[src/rtl/jtag_tap_pkg.sv]
// Shared types and constants for the TAP controller: state encoding, opcodes
// and the next-state function of the 1149.1 state diagram.
package jtag_tap_pkg;

    typedef enum logic [3:0] {
        ST_EX2_DR   = 4'h0,
        ST_EX1_DR   = 4'h1,
        ST_SH_DR    = 4'h2,
        ST_PAUSE_DR = 4'h3,
        ST_SEL_IR   = 4'h4,
        ST_UPD_DR   = 4'h5,
        ST_CAP_DR   = 4'h6,
        ST_SEL_DR   = 4'h7,
        ST_EX2_IR   = 4'h8,
        ST_EX1_IR   = 4'h9,
        ST_SH_IR    = 4'hA,
        ST_PAUSE_IR = 4'hB,
        ST_RTI      = 4'hC,
        ST_UPD_IR   = 4'hD,
        ST_CAP_IR   = 4'hE,
        ST_TLR      = 4'hF
    } tap_state_e;

    typedef struct packed {
        logic cap_dr;
        logic sh_dr;
        logic upd_dr;
        logic cap_ir;
        logic sh_ir;
        logic upd_ir;
    } tap_dec_t;

    localparam logic [3:0] OPC_BYPASS  = 4'hF;
    localparam logic [3:0] OPC_INSCAN  = 4'h1;
    localparam logic [3:0] OPC_OUTSCAN = 4'h2;
    localparam logic [3:0] OPC_EXTEST  = 4'h3;
    localparam logic [3:0] OPC_TDRCFG  = 4'h4;
    localparam logic [3:0] IR_CAPTURE  = 4'h1;

    function automatic tap_state_e tap_next(input tap_state_e s, input logic tms);
        tap_state_e n;
        n = ST_TLR;
        case (s)
            ST_TLR:      n = tms ? ST_TLR    : ST_RTI;
            ST_RTI:      n = tms ? ST_SEL_DR : ST_RTI;
            ST_SEL_DR:   n = tms ? ST_SEL_IR : ST_CAP_DR;
            ST_CAP_DR:   n = tms ? ST_EX1_DR : ST_SH_DR;
            ST_SH_DR:    n = tms ? ST_EX1_DR : ST_SH_DR;
            ST_EX1_DR:   n = tms ? ST_UPD_DR : ST_PAUSE_DR;
            ST_PAUSE_DR: n = tms ? ST_EX2_DR : ST_PAUSE_DR;
            ST_EX2_DR:   n = tms ? ST_UPD_DR : ST_SH_DR;
            ST_UPD_DR:   n = tms ? ST_SEL_DR : ST_RTI;
            ST_SEL_IR:   n = tms ? ST_TLR    : ST_CAP_IR;
            ST_CAP_IR:   n = tms ? ST_EX1_IR : ST_SH_IR;
            ST_SH_IR:    n = tms ? ST_EX1_IR : ST_SH_IR;
            ST_EX1_IR:   n = tms ? ST_UPD_IR : ST_PAUSE_IR;
            ST_PAUSE_IR: n = tms ? ST_EX2_IR : ST_PAUSE_IR;
            ST_EX2_IR:   n = tms ? ST_UPD_IR : ST_SH_IR;
            ST_UPD_IR:   n = tms ? ST_SEL_DR : ST_RTI;
            default:     n = ST_TLR;
        endcase
        return n;
    endfunction

endpackage

[src/rtl/tap_fsm.sv]
// 16-state TAP state register with decoded state strobes and a look-ahead
// flag for the edge that enters Test-Logic-Reset.
module tap_fsm
    import jtag_tap_pkg::*;
(
    input  logic     clk,
    input  logic     rst_n,
    input  logic     tms,
    output tap_dec_t dec,
    output logic     next_is_tlr
);

    tap_state_e state_reg;

    always_ff @(posedge clk or negedge rst_n) begin
        if (!rst_n) begin
            state_reg <= ST_TLR;
        end else begin
            state_reg <= tap_next(state_reg, tms);
        end
    end

    // Lets the datapath apply TLR clears on the entering edge, not one cycle later.
    assign next_is_tlr = (tap_next(state_reg, tms) == ST_TLR);

    assign dec.cap_dr = (state_reg == ST_CAP_DR);
    assign dec.sh_dr  = (state_reg == ST_SH_DR);
    assign dec.upd_dr = (state_reg == ST_UPD_DR);
    assign dec.cap_ir = (state_reg == ST_CAP_IR);
    assign dec.sh_ir  = (state_reg == ST_SH_IR);
    assign dec.upd_ir = (state_reg == ST_UPD_IR);

endmodule

[src/rtl/jtag_tap_ctrl.sv]
// TAP controller front end for the boundary-scan wrapper chain: instruction
// register, bypass and wrapper-enable TDRs, chain strobes and the TDO mux.
module jtag_tap_ctrl
    import jtag_tap_pkg::*;
#(
    parameter int IR_W = 4
) (
    input  logic TDR_TCK,
    input  logic TDR_TRESETN,
    input  logic TMS,
    input  logic TDI,
    output logic TDO,
    output logic TDO_EN,
    output logic CTII,
    input  logic CTOO,
    output logic TDR_CAPTURE,
    output logic TDR_SHIFT,
    output logic TDR_UPDATE,
    output logic inscanwrap_sel,
    output logic outscanwrap_sel,
    output logic INSCANWRAP_TDR_EN,
    output logic OUTSCANWRAP_TDR_EN
);

    localparam logic [IR_W-1:0] IR_BYPASS  = IR_W'(OPC_BYPASS);
    localparam logic [IR_W-1:0] IR_INSCAN  = IR_W'(OPC_INSCAN);
    localparam logic [IR_W-1:0] IR_OUTSCAN = IR_W'(OPC_OUTSCAN);
    localparam logic [IR_W-1:0] IR_EXTEST  = IR_W'(OPC_EXTEST);
    localparam logic [IR_W-1:0] IR_TDRCFG  = IR_W'(OPC_TDRCFG);
    localparam logic [IR_W-1:0] IR_CAP     = IR_W'(IR_CAPTURE);

    tap_dec_t dec;
    logic     next_is_tlr;

    tap_fsm u_fsm (
        .clk         (TDR_TCK),
        .rst_n       (TDR_TRESETN),
        .tms         (TMS),
        .dec         (dec),
        .next_is_tlr (next_is_tlr)
    );

    logic [IR_W-1:0] ir_shift_reg;
    logic [IR_W-1:0] ir_reg;
    logic            bypass_reg;
    logic [1:0]      cfg_shift_reg;
    logic            in_en_reg;
    logic            out_en_reg;

    logic in_sel;
    logic out_sel;
    logic wrap_active;
    logic cfg_sel;

    assign in_sel      = (ir_reg == IR_INSCAN)  || (ir_reg == IR_EXTEST);
    assign out_sel     = (ir_reg == IR_OUTSCAN) || (ir_reg == IR_EXTEST);
    assign wrap_active = in_sel || out_sel;
    assign cfg_sel     = (ir_reg == IR_TDRCFG);

    always_ff @(posedge TDR_TCK or negedge TDR_TRESETN) begin
        if (!TDR_TRESETN) begin
            ir_shift_reg  <= IR_CAP;
            ir_reg        <= IR_BYPASS;
            bypass_reg    <= 1'b0;
            cfg_shift_reg <= 2'b00;
            in_en_reg     <= 1'b0;
            out_en_reg    <= 1'b0;
        end else begin
            if (dec.cap_ir) begin
                ir_shift_reg <= IR_CAP;
            end else if (dec.sh_ir) begin
                ir_shift_reg <= {TDI, ir_shift_reg[IR_W-1:1]};
            end

            if (next_is_tlr) begin
                ir_reg <= IR_BYPASS;
            end else if (dec.upd_ir) begin
                ir_reg <= ir_shift_reg;
            end

            // Wrapper instructions use the external chain, so no local DR moves.
            if (dec.cap_dr) begin
                bypass_reg <= 1'b0;
                if (cfg_sel) begin
                    cfg_shift_reg <= {out_en_reg, in_en_reg};
                end
            end else if (dec.sh_dr) begin
                if (cfg_sel) begin
                    cfg_shift_reg <= {TDI, cfg_shift_reg[1]};
                end else if (!wrap_active) begin
                    bypass_reg <= TDI;
                end
            end

            if (next_is_tlr) begin
                in_en_reg  <= 1'b0;
                out_en_reg <= 1'b0;
            end else if (dec.upd_dr && cfg_sel) begin
                in_en_reg  <= cfg_shift_reg[0];
                out_en_reg <= cfg_shift_reg[1];
            end
        end
    end

    always_comb begin
        TDO = 1'b0;
        if (dec.sh_ir) begin
            TDO = ir_shift_reg[0];
        end else if (dec.sh_dr) begin
            if (wrap_active) begin
                TDO = CTOO;
            end else if (cfg_sel) begin
                TDO = cfg_shift_reg[0];
            end else begin
                TDO = bypass_reg;
            end
        end
    end

    assign TDO_EN             = dec.sh_dr || dec.sh_ir;
    assign CTII               = TDI;
    assign TDR_CAPTURE        = dec.cap_dr && wrap_active;
    assign TDR_SHIFT          = dec.sh_dr  && wrap_active;
    assign TDR_UPDATE         = dec.upd_dr && wrap_active;
    assign inscanwrap_sel     = in_sel;
    assign outscanwrap_sel    = out_sel;
    assign INSCANWRAP_TDR_EN  = in_en_reg;
    assign OUTSCANWRAP_TDR_EN = out_en_reg;

endmodule

[config.mk]
export PLATFORM = sky130hd
export DESIGN_NAME = jtag_tap_ctrl
export DESIGN_NICKNAME = d
export VERILOG_FILES = /design/src/rtl/jtag_tap_pkg.sv /design/src/rtl/tap_fsm.sv /design/src/rtl/jtag_tap_ctrl.sv
export SDC_FILE = /design/constraint.sdc
export NUM_CORES = 1
export LEC_CHECK = 0
export CORE_MARGIN = 3
export CORE_UTILIZATION = 52
export DETAILED_ROUTE_END_ITERATION = 8
export PLACE_DENSITY = 0.79
export SYNTH_ARGS = -nofsm -noshare
export SYNTH_HDL_FRONTEND = slang
export SYNTH_HIERARCHICAL = 1
export SYNTH_SLANG_ARGS = --single-unit
[constraint.sdc]
create_clock -name TDR_TCK -period 2.11 [get_ports TDR_TCK]
set_clock_uncertainty 0.1 [all_clocks]
set_input_delay 0.211 -clock TDR_TCK [delete_from_list [all_inputs] [get_ports TDR_TCK]]
set_output_delay 0.211 -clock TDR_TCK [all_outputs]
set_load 0.02 [all_outputs]
* After elaboration in Yosys (flattened, before gate mapping) *
Cells that the tools add are included.

cells by class
  reductions and logical operators = 18
  multiplexer cells = 33
  equal/unequal tests = 22

operators with widths
  cell                                                             number
  4-bit one-hot mux with 12 select lines                           1
  4-bit == test, second input constant                             9
  4-bit by 3-bit == test with 1-bit output, second input constant  5
  2-bit two-way mux                                                10
  4-bit two-way mux                                                5
  4-bit by 2-bit == test with 1-bit output, second input constant  4
  1-bit two-way mux                                                13
  3-bit two-way mux                                                4
  4-bit by 1-bit == test with 1-bit output, second input constant  2
  2-bit nonzero test                                               4
  1-bit logical AND                                                4
  4-bit logical NOT                                                1
  1-bit logical OR                                                 4
  2-bit != test, second input constant                             2
  2-bit OR reduction                                               2
  3-bit AND reduction                                              1
  3-bit OR reduction                                               1
  2-bit AND reduction                                              1

storage, ports and cells
  input port bits = 5
  word-level logic and storage cells = 80
  output and inout port bits = 10
  bits in registers = 17

* Logic depth before layout (Yosys ltp) *
Gate-level depths: netlist of run 1.

  depth after elaboration = 7
  gate-level depth with buffers = 7
  gate-level depth less buffers = 5

* Cells and area by module *
The synthesis of run 1 kept the hierarchy.

modules (own cells, without submodules)
  module         cells each  seq. area each (µm²)  area each (µm²)  times used
  jtag_tap_ctrl  76          331.6                 721.9            1
  tap_fsm        34          105.1                 285.3            1

* Worst setup path after synthesis of run 1 *
OpenSTA, ideal clock, no wires.

  path type = reg2out
  start point = register u_fsm.state_reg[2]
  end point = output port TDR_UPDATE
  data required time = 1.799 ns
  path buffers = 1
  stages on the path, launching flop included = 6
  setup slack = 0.067 ns
  arrival = 1.732 ns
  cell sequence = dfstp_2 buf_2 inv_2 nor4b_1 inv_1 nor3_1

RTL lines
  element                 line                 RTL
  from (decl)             tap_fsm.sv:13        tap_state_e state_reg;
  from (signal assigned)  tap_fsm.sv:19        state_reg <= tap_next(state_reg, tms);
  to (decl)               jtag_tap_ctrl.sv:18  output logic TDR_UPDATE,

==> run_summary.xml, run 1 <==
<?xml version="1.0" encoding="UTF-8"?>
<metrics>
  <group name="setup_path">
    <metric name="timing.critical_path.from" unit="">u_fsm/state_reg[1]</metric>
    <metric name="critPathLaunchType" unit="">flop</metric>
    <metric name="critical_path.max_fanout" unit="">3</metric>
    <metric name="worst_ep_arrival_time" unit="ns">1.73</metric>
    <metric name="data_required_time_at_the_worst_endpoint" unit="ns">1.80</metric>
    <metric name="regToRegStartpoint" unit="">u_fsm/state_reg[1]</metric>
    <metric name="largest_stage_delay_on_the_critical_path" unit="ns">0.57</metric>
    <metric name="worst_setup_path_endpoint" unit="">TDO</metric>
    <metric name="r2r.worst_path.cells" unit="">8</metric>
    <metric name="crit_buf_inv" unit="">2</metric>
    <metric name="r2r_end" unit="">cfg_shift_reg[1]</metric>
    <metric name="critical-path-top-delay-family" unit="">flip-flops</metric>
    <metric name="crit_path_end_kind" unit="">output port</metric>
    <metric name="r2r_setup_slack" unit="ns">0.30</metric>
    <metric name="cp_cell_sequence" unit="">nand2b_4, nor3b_4, inv_2, o311a_1, a32o_2, buf_6</metric>
    <metric name="timing.critical_path.slowest_stage_cell" unit="">dfstp_2</metric>
    <metric name="path_depth" unit="">6</metric>
    <metric name="path_type_of_the_worst_setup_path" unit="">flop to output port</metric>
  </group>
  <group name="routing">
    <metric name="route.antenna.remaining_nets" unit="">0</metric>
    <metric name="routed_wl" unit="um">2402</metric>
    <metric name="route.detailed.vias_per_inst" unit="">5.671</metric>
    <metric name="routed_wire_length_per_instance" unit="um">14.38</metric>
    <metric name="route.vias.total" unit="">947</metric>
    <metric name="detail_route.iter0.violations" unit="">21</metric>
    <metric name="iteration_count_of_the_initial_detailed_routing_pass" unit="">4</metric>
    <metric name="remaining_drc_errors" unit="">0</metric>
  </group>
  <group name="synthesis">
    <metric name="ys.warnings.count" unit="">6</metric>
    <metric name="yosysSeqAreaShare" unit="%">43.35</metric>
    <metric name="synth-async-reset-ratio" unit="%">100.0</metric>
    <metric name="area_of_the_mapped_netlist" unit="mm^2">0.001007</metric>
    <metric name="post_synth_inst_count" unit="">110</metric>
    <metric name="synth_largest_area_cell" unit="">dfstp_2</metric>
    <metric name="synth_seq_cells" unit="">17</metric>
    <metric name="syn-num-nets" unit="">115</metric>
    <metric name="yosysUniqueCellTypes" unit="">38</metric>
    <metric name="synth_top_cell_area_share" unit="%">23.48</metric>
    <metric name="synth_area_leaders" unit="">dfstp_2 (23%), dfrtp_1 (20%), mux2i_1 (5.0%)</metric>
    <metric name="top_post_synthesis_cells_by_count" unit="">nor2_1 (10), dfstp_2 (9), dfrtp_1 (8), nand2_1 (7), o21ai_0 (7)</metric>
    <metric name="synth_enable_flop_cells" unit="">0</metric>
    <metric name="avgSynthCellArea" unit="um^2">9.157</metric>
    <metric name="synth_top_flop_cell" unit="">dfstp_2</metric>
    <metric name="post-synth-top-count-cell" unit="">nor2_1</metric>
  </group>
  <group name="grt">
    <metric name="grt_remaining_overflow" unit="">0</metric>
    <metric name="grt_pass1_vias" unit="">883</metric>
    <metric name="maximum_number_of_pins_on_one_net_before_global_route_repair" unit="">18</metric>
    <metric name="global_route.usage.total" unit="%">20.19</metric>
    <metric name="grt_antenna_before_repair" unit="">0</metric>
    <metric name="grt_first_pass_wirelength" unit="um">3801</metric>
  </group>
  <group name="timing">
    <metric name="hold_viol" unit="">0</metric>
    <metric name="maxSlewViolCount" unit="">0</metric>
    <metric name="layout_worst_path_cycle_share" unit="%">96.90</metric>
    <metric name="worst_pin_slew" unit="ns">0.3724</metric>
    <metric name="timing.fmax" unit="MHz">489.1</metric>
    <metric name="grt_setup_unrepaired" unit="">true</metric>
    <metric name="finalWorstPathRequiredPeriod" unit="ns">2.045</metric>
    <metric name="worst_slew_margin_rel" unit="%">75.17</metric>
    <metric name="final-setup-viol-count" unit="">0</metric>
  </group>
  <group name="floorplanning">
    <metric name="rows" unit="">15</metric>
    <metric name="die_height" unit="um">50.01</metric>
    <metric name="initial_core_utilization" unit="%">56.49</metric>
    <metric name="num_io_pins" unit="">15</metric>
    <metric name="floorplan.die_area" unit="mm^2">0.002501</metric>
    <metric name="chipWidth" unit="um">50.01</metric>
    <metric name="core" unit="mm^2">0.001783</metric>
  </group>
  <group name="cells_and_area">
    <metric name="post_route_insts_no_fill" unit="">167</metric>
    <metric name="antenna_cells_inserted" unit="">0</metric>
    <metric name="final_net_count" unit="">148</metric>
    <metric name="final_core_util" unit="%">74.81</metric>
    <metric name="syn2layout_area_growth" unit="%">32.42</metric>
    <metric name="final_layout_size_suffix_gt1_share" unit="%">35.92</metric>
  </group>
  <group name="cts">
    <metric name="path_clk_slew" unit="ns">0.11</metric>
    <metric name="clock_tree.root_cell" unit="">clkbuf_4</metric>
    <metric name="clock_path_buffers" unit="">2</metric>
    <metric name="numClockSinks" unit="">17</metric>
    <metric name="htree_depth" unit="">1</metric>
    <metric name="clk_latency" unit="ns">0.31</metric>
    <metric name="post_cts_hold_buffer_count" unit="">0</metric>
    <metric name="cts_made_buffers" unit="">3</metric>
    <metric name="tritoncts" unit="">built</metric>
  </group>
  <group name="placed_design">
    <metric name="dp_cells" unit="">161</metric>
    <metric name="hpwl" unit="um">1764</metric>
    <metric name="io_buffers" unit="">14</metric>
    <metric name="place.gp.congestion" unit="">0.8275</metric>
  </group>
  <group name="run">
    <metric name="maxCapViolCount" unit="">0</metric>
  </group>
  <group name="pwr">
    <metric name="ir_drop" unit="uV">747.4</metric>
    <metric name="cellLeakagePower" unit="nW">0.6045</metric>
    <metric name="power.density" unit="mW/mm^2">1403</metric>
    <metric name="report.power.total" unit="mW">1.871</metric>
  </group>
  <group name="worst_hold_path">
    <metric name="min_path_type" unit="">primary input to async pin</metric>
  </group>
  <group name="status">
    <metric name="run_status" unit="">completed</metric>
  </group>
</metrics>
## report_power, final
part	leakage (nW)	total, mW	switching [mW]	internal [mW]
clock network	0.0177	0.187	0.116	0.0709
logic	0.392	1.02	0.520	0.504
registers	0.195	0.659	0.126	0.534
total	0.604	1.87	0.762	1.11
## placed cells by master (no fill, tap or decap), drive strengths merged, types with 2 or more instances in the layout
cell | netlist | layout
o211ai | 4 | 4
nor3b | 3 | 3
dlygate4sd2 | 0 | 2
or2 | 2 | 2
mux2i | 5 | 5
a211o | 2 | 2
nor2 | 10 | 10
nand2b | 3 | 3
clkbuf | 2 | 5
o21ai | 7 | 7
nor2b | 2 | 2
nand2 | 7 | 7
nor3 | 4 | 4
dfrtp | 8 | 8
inv | 7 | 7
and2 | 3 | 3
nand3 | 4 | 4
dfstp | 9 | 9
buf | 6 | 25
a21oi | 6 | 6
nor4b | 2 | 2
clkdlybuf4s50 | 0 | 7
## area by class of cell
type,instances,area [um^2]
well taps,25,31.28
clock buffers,3,22.52
clock inverters,1,5.005
multi-input cells,78,528.0
repair buffers,36,284.0
fillers,125,449.2
inverters,7,26.28
flip-flops and latches,17,436.7
## worst register-to-register path: cells and delay by family (launching register included)
family | cells | cell delay [ns]
DFF | 1 | 0.57
buffers and inverters | 3 | 0.45
and+or+nand+nor | 3 | 0.41
AOI/OAI and AO/OA | 2 | 0.18
## logic make-up after synthesis
logic type | count (synthesis) | share of synthesized area [%]
AOI/OAI and AO/OA | 28 | 18.76
and+or+nand+nor | 44 | 23.98
muxes | 6 | 6.087
buffers and inverters | 15 | 7.826
DFF | 17 | 43.35
## worst min path at each step
| stage | endpoint | slack (ns) | start | depth (start not counted) |
|---|---|---|---|---|
| final | bypass_reg | 0.11 | TDR_TRESETN | 2 |
| after detailed placement | ir_reg[3] | 0.41 | ir_shift_reg[3] | 1 |
| after floorplan | INSCANWRAP_TDR_EN | -0.18 | TDR_TRESETN | 0 |
| after global placement | ir_reg[3] | 0.39 | ir_shift_reg[3] | 1 |
| after global routing | bypass_reg | 0.12 | TDR_TRESETN | 2 |
| after CTS | bypass_reg | 0.11 | TDR_TRESETN | 2 |
## metal layers
| layer | wire length, um | track usage (%) | share of wire, % | vias up |
|---|---|---|---|---|
| met1 | 1078 | 25.33 | 45 | 463 |
| li1 | - | - | - | 459 |
| met4 | 28 | 5.991 | 1.2 | 0 |
| met3 | 122 | 6.042 | 5.1 | 3 |
| met2 | 1173 | 33.04 | 49 | 22 |
| met5 | 0 | 0 | 0 | - |
## repair_timing
item,CTS,global route
pin swaps,0,1
hold endpoints to repair,0,0
resized for setup,21,10
gates cloned,0,0
endpoints found under the setup margin,7,5
buffers inserted,0,2
## through the flow
stage               setup WS [ns]  cell area [um^2]  hold WS [ns]   TNS, ns
global placement         -0.05760              1276        0.3948  -0.09193
CTS                       0.02077              1319        0.1098         0
floorplan                 0.06705              1007       -0.1846         0
detailed placement       -0.09778              1276        0.4123   -0.1349
global route             -0.01526              1334        0.1191  -0.01526
finish                    0.06534              1334        0.1115         0
Power figures use the tool's default switching activity.
==> run 2, diff against run 1 <==
CTS_CLUSTER_DIAMETER = 150   (was default)
==> results of run 2 <==
The final DEF is identical to that of run 1; final timing and power are the same.
==> edit 1 (config.mk and constraints of run 1) <==
Put a register stage on the outputs `TDO_EN`, `CTII`, `TDR_CAPTURE`, `TDR_SHIFT`, `TDR_UPDATE`, `inscanwrap_sel` and `outscanwrap_sel`, with the module's reset. The values now appear one clock later. The other outputs are not delayed to match.
--- a/src/rtl/jtag_tap_ctrl.sv
+++ b/src/rtl/jtag_tap_ctrl.sv
@@ -117,13 +117,25 @@
         end
     end
 
-    assign TDO_EN             = dec.sh_dr || dec.sh_ir;
-    assign CTII               = TDI;
-    assign TDR_CAPTURE        = dec.cap_dr && wrap_active;
-    assign TDR_SHIFT          = dec.sh_dr  && wrap_active;
-    assign TDR_UPDATE         = dec.upd_dr && wrap_active;
-    assign inscanwrap_sel     = in_sel;
-    assign outscanwrap_sel    = out_sel;
+    always_ff @(posedge TDR_TCK or negedge TDR_TRESETN) begin
+        if (!TDR_TRESETN) begin
+            TDO_EN          <= '0;
+            CTII            <= '0;
+            TDR_CAPTURE     <= '0;
+            TDR_SHIFT       <= '0;
+            TDR_UPDATE      <= '0;
+            inscanwrap_sel  <= '0;
+            outscanwrap_sel <= '0;
+        end else begin
+            TDO_EN          <= dec.sh_dr || dec.sh_ir;
+            CTII            <= TDI;
+            TDR_CAPTURE     <= dec.cap_dr && wrap_active;
+            TDR_SHIFT       <= dec.sh_dr  && wrap_active;
+            TDR_UPDATE      <= dec.upd_dr && wrap_active;
+            inscanwrap_sel  <= in_sel;
+            outscanwrap_sel <= out_sel;
+        end
+    end
     assign INSCANWRAP_TDR_EN  = in_en_reg;
     assign OUTSCANWRAP_TDR_EN = out_en_reg;
 
Behaviour: not the same (a bounded check fails within 4 cycles, from zero or initial values and one cycle with TDR_TRESETN low).
==> edit 1 against run 1 <==
- cell count grew 1.2%
- sequential cell count grew 7
- total power grew 8.6%
- routed wire length grew 4.3%
- non-clock buffer count shrank 7
- design area grew 11%
- worst setup slack gained 0.029 ns
- area after synthesis grew 17%
==> edit 1: results (changes against run 1) <==
stage,metric,value,unit,change
run_status,run_status,"finished, final reports clean",,
power,switching_share,0.378,,-0.0292
placement,post-place-ws,-0.0334,ns,+0.0644 ns
clocking,cts.reportedPaths.clkPinSlew,0.13,ns,+0.02 ns
placement,dpl.hpwl,1820,um,+3.0%
global_route,met2_usage,0.331,,about the same
synth,yosys_warnings,6,,unchanged
synth,synth-seq-area-share,0.521,,+0.0878
finish,antenna_cells_inserted,0,,unchanged
power,power.combinational.fraction,0.476,,-0.072
drt,wl_met1,1030,um,-4.4%
global_route,grtUsageTotal,0.200,,-0.00202
placement,post_dp_cell_area,1420,um^2,+11%
synth,yosys-top-cells-area,"dfrtp_1 32%, dfstp_2 20%, mux2i_1 5.1%, nor2_1 3.2%, o21ai_0 3.0%",,
worst_setup_path,slowest_delay,0.58,ns,
drt,route.met2.wl,1300,um,+11%
synth,yosys-top-cells-count,"15 x dfrtp_1, 10 x nor2_1, 9 x dfstp_2, 8 x nand2_1, 7 x o21ai_0",,
placement,gp_congestion,0.769,,-7.1%
synth,predominant_post_synthesis_flop_cell,dfrtp_1,,
global_route,grt_start_max_net_pins,25,,+7
power,pwr-share-seq,0.405,,+0.053
drt,dr.first_iter.drc_count,10,,-52%
sta,worst_slew_pin_slew,0.610,ns,+0.238 ns
global_route,grt_pass1_wl,4050,um,+6.6%
finish,num-fill-cells,156,,+25%
drt,routed_wirelength,2510,um,+4.3%
drt,routed_via_density,5.81,,+2.5%
placement,dp_cells,165,,+2.5%
global_route,grt.met3_usage,0.0563,,-0.00408
synth,ys_types,37,,-2.6%
global_route,grt_util_met1,0.217,,-0.0365
worst_setup_path,crit_arrival,1.70,ns,-0.03 ns
power,cellLeakagePower,0.640,nW,+5.9%
synth,postSynthNetCount,121,,+5.2%
finish,final_layout_size_suffix_gt1_frac,0.254,,-0.106
synth,post_synth.cell_area_avg,10.1,um^2,+10%
power,design_power_total,2.03,mW,+8.6%
drt,routed-via-count,982,,+3.7%
==> edit 1: cell count changes in the layout (fill, tap and decap cells not counted), moves of 2 or more <==
| cell | delta |
|---|---|
| buf_4 | -7 |
| dfrtp_1 | +7 |
| buf_2 | -2 |
| clkbuf_2 | -2 |
| clkdlybuf4s50_1 | +6 |
| dlygate4sd2_1 | -2 |
==> edit 1: worst paths after layout <==
| kind | from | endpoint | slack [ns] | cells after the start |
|---|---|---|---|---|
| setup / recovery | u_fsm/state_reg[1] | TDO | 0.09 | 6 |
| hold / removal | TDR_TRESETN | TDR_CAPTURE | 0.13 | 2 |
| setup reg to reg | u_fsm/state_reg[2] | INSCANWRAP_TDR_EN | 0.14 | 5 |
| hold reg to reg | ir_shift_reg[0] | ir_reg[0] | 0.43 | 2 |
| max in group asynchronous | TDR_TRESETN | u_fsm/state_reg[1] | 1.50 | 2 |
| min in group TDR_TCK | TDI | CTII | 0.36 | 1 |
==> edit 1: repair_timing <==
item	CTS	global route
pin swaps	1	1
setup endpoints to repair	1	1
gates resized for setup	5	5
==> edit 1: layout make-up <==
class / count / area, um^2 / share of cell area
flip-flops and latches: 24 / 612 / 0.414
well taps: 27 / 33.8 / 0.0229
clock buffers: 4 / 36.3 / 0.0246
repair buffers: 29 / 254 / 0.172
multi-input cells: 78 / 514 / 0.348
inverters: 7 / 26.3 / 0.0178
==> edit 1: logic make-up (layout without fill, tap and decap cells) <==
kind of cell	after synthesis	in the layout	synth area share
buffers and inverters	14	40	0.0608
AO/OA/AOI/OAI	27	27	0.154
multiplexers	7	7	0.0608
AND/OR/NAND/NOR	44	44	0.204
flip-flops	24	24	0.521
==> edit 2 (config.mk and constraints of run 1) <==
Made on the original files. Change the parameter `IR_W` from 4 to 6.
--- a/src/rtl/jtag_tap_ctrl.sv
+++ b/src/rtl/jtag_tap_ctrl.sv
@@ -3,7 +3,7 @@
 module jtag_tap_ctrl
     import jtag_tap_pkg::*;
 #(
-    parameter int IR_W = 4
+    parameter int IR_W = 6
 ) (
     input  logic TDR_TCK,
     input  logic TDR_TRESETN,
Function: changed (a bounded check fails within 10 cycles, from zero or initial values and one cycle with TDR_TRESETN low).
==> edit 2 against run 1 <==
- non-clock buffer count is 3 lower
- routed wire length is 7.2% higher
- worst setup slack worse by 0.028 ns
- total power is 11% higher
- sequential share of layout area is 4.0 points higher
- sequential power is 22% higher
- area after synthesis is 15% higher
- sequential cell count is 4 higher
- hold slack better by 0.0013 ns
- design area is 9.5% higher
- clock power is 6% higher
- largest cell class unchanged
- largest power group unchanged
==> edit 2: results (changes against run 1) <==
stage,metric,value,unit,change
run_status,run_status,"finished, final reports clean",,
power,switching_share,0.400,,-0.00770
synth,yosys-top-cells-area,"dfrtp_1 26%, dfstp_2 20%, mux2i_1 8.6%, nor2_1 4.2%, a211o_1 3.8%",,
power,design_power_total,2.09,mW,+11%
synth,yosys.area_share.xor_xnor,0,,unchanged
worst_setup_path,timing.rr.end,cfg_shift_reg[1],,
worst_setup_path,critical_path_peak_fanout,3,,unchanged
synth,ys_types,39,,+2.6%
clocking,clock_path_buffers,2,,unchanged
drt,dr.first_iter.drc_count,17,,-19%
drt,routed-via-count,1008,,+6.4%
synth,yosys-top-cells-count,"13 x nor2_1, 12 x dfrtp_1, 10 x mux2i_1, 9 x dfstp_2, 7 x nor2b_1",,
synth,share_of_synthesized_cell_area_in_full_adder_half_adder_and_majority_cells,0,,unchanged
synth,synth-seq-area-share,0.464,,+0.0302
synth,post_synth.cell_area_avg,9.81,um^2,+7.1%
synth,predominant_post_synthesis_flop_cell,dfrtp_1,,
finish,num-fill-cells,165,,+32%
clocking,cts_setup_buffers,1,,+1
synth,postSynthNetCount,123,,+7.0%
worst_hold_path,worst_hold_path_type,in2async,,
finish,total_nets_final,152,,+2.7%
placement,portBuffers,14,,unchanged
placement,dp_cells,168,,+4.3%
synth,synth_compound_area_frac,0.146,,-0.0416
worst_setup_path,worstRegToRegCells,7,,-1
drt,wire_length_per_cell_after_detailed_routing,14.9,um,+3.5%
clocking,postCtsResizedCells,24,,+14%
clocking,clock_insertion_delay_worst_skew,0.32,ns,
global_route,first_global_vias,979,,+11%
placement,gp_congestion,0.844,,+2.0%
power,worst_ir_drop_vdd,0.944,mV,+26%
worst_setup_path,regToRegSetupSlack,0.24,ns,-0.06 ns
global_route,grt_start_max_net_pins,22,,+4
global_route,antenna_violations_before_repair,0,,unchanged
synth,async_flop_share,1.00,,unchanged
clocking,cts-buffers-inserted,3,,unchanged
sta,holdWs,0.113,ns,+0.00131 ns
synth,post_synth_mux_area_share,0.0962,,+0.0353
synth,synth_top_area_frac,0.259,,+0.0247
global_route,grt_pass1_wl,4280,um,+13%
power,pwr-share-seq,0.386,,+0.034
global_route,grtUsageTotal,0.215,,+0.0126
power,power.combinational.fraction,0.519,,-0.029
clocking,cts-htree-levels,1,,unchanged
power,cellLeakagePower,0.667,nW,+10%
drt,firstDrtPassIters,4,,unchanged
finish,final_layout_size_suffix_gt1_frac,0.336,,-0.0235
power,top_power_group,combinational logic,,
placement,dpl.hpwl,1910,um,+8.4%
drt,routed_wirelength,2580,um,+7.2%
worst_setup_path,worst_r2r_src,u_fsm/state_reg[2],,
synth,yosys_warnings,6,,unchanged
clocking,clock-root-buffer,clkbuf_4,,
finish,antenna_cells_inserted,0,,unchanged
worst_setup_path,crit_arrival,1.76,ns,+0.03 ns
clocking,cts.reportedPaths.clkPinSlew,0.12,ns,
sta,worst_slew_pin_slew,0.387,ns,+0.0148 ns
edit 2: final cells by class:
| class | instances | share of cell area |
|---|---|---|
| flip-flops and latches | 21 | 0.368 |
| well taps | 27 | 0.0231 |
| multi-input cells | 86 | 0.416 |
| repair buffers | 33 | 0.170 |
| clock buffers | 4 | 0.0180 |
| inverters | 2 | 0.00514 |
edit 2: logic make-up (layout without fill, tap and decap cells):
logic type | Yosys count | in the layout
simple gates | 51 | 51
compound gates | 24 | 24
flops | 21 | 21
mux | 11 | 11
buf+inv | 11 | 39
edit 2: how the worst max path moves through the flow:
stage | startpoint | endpoint | slack (ns) | depth (start not counted)
5_1_grt | u_fsm/state_reg[1] | TDO | -0.1 | 6
2_1_floorplan | u_fsm/state_reg[0] | TDO | 0.05 | 6
4_1_cts | ir_reg[5] | TDO | -0.004 | 7
3_3_place_gp | u_fsm/state_reg[1] | TDO | -0.11 | 6
6_report | u_fsm/state_reg[1] | TDO | 0.04 | 6
3_5_place_dp | u_fsm/state_reg[1] | TDO | -0.11 | 6
edit 2: layer usage:
metal	vias to the layer above	wire, um	GRT usage
met1	498	1150	0.251
met5	-	0	0
li1	481	-	-
met2	22	1290	0.382
met3	7	84	0.0338
met4	0	44	0.0936
edit 2: worst max-delay path: stages, from the launching register on:
cell      delay, ns
dfstp_2        0.58
nand2b_4       0.07
nor3_1         0.23
nor2b_2        0.22
a32oi_1        0.10
o21ai_1        0.08
buf_2          0.17
edit 2: through the flow:
step	setup WS [ns]	area (um^2)	setup TNS [ns]
after floorplan	0.0527	1160	0
after global placement	-0.106	1420	-0.169
after detailed placement	-0.111	1420	-0.232
after CTS	-0.00419	1450	-0.00419
after global routing	-0.0966	1460	-0.0979
final	0.0371	1460	0
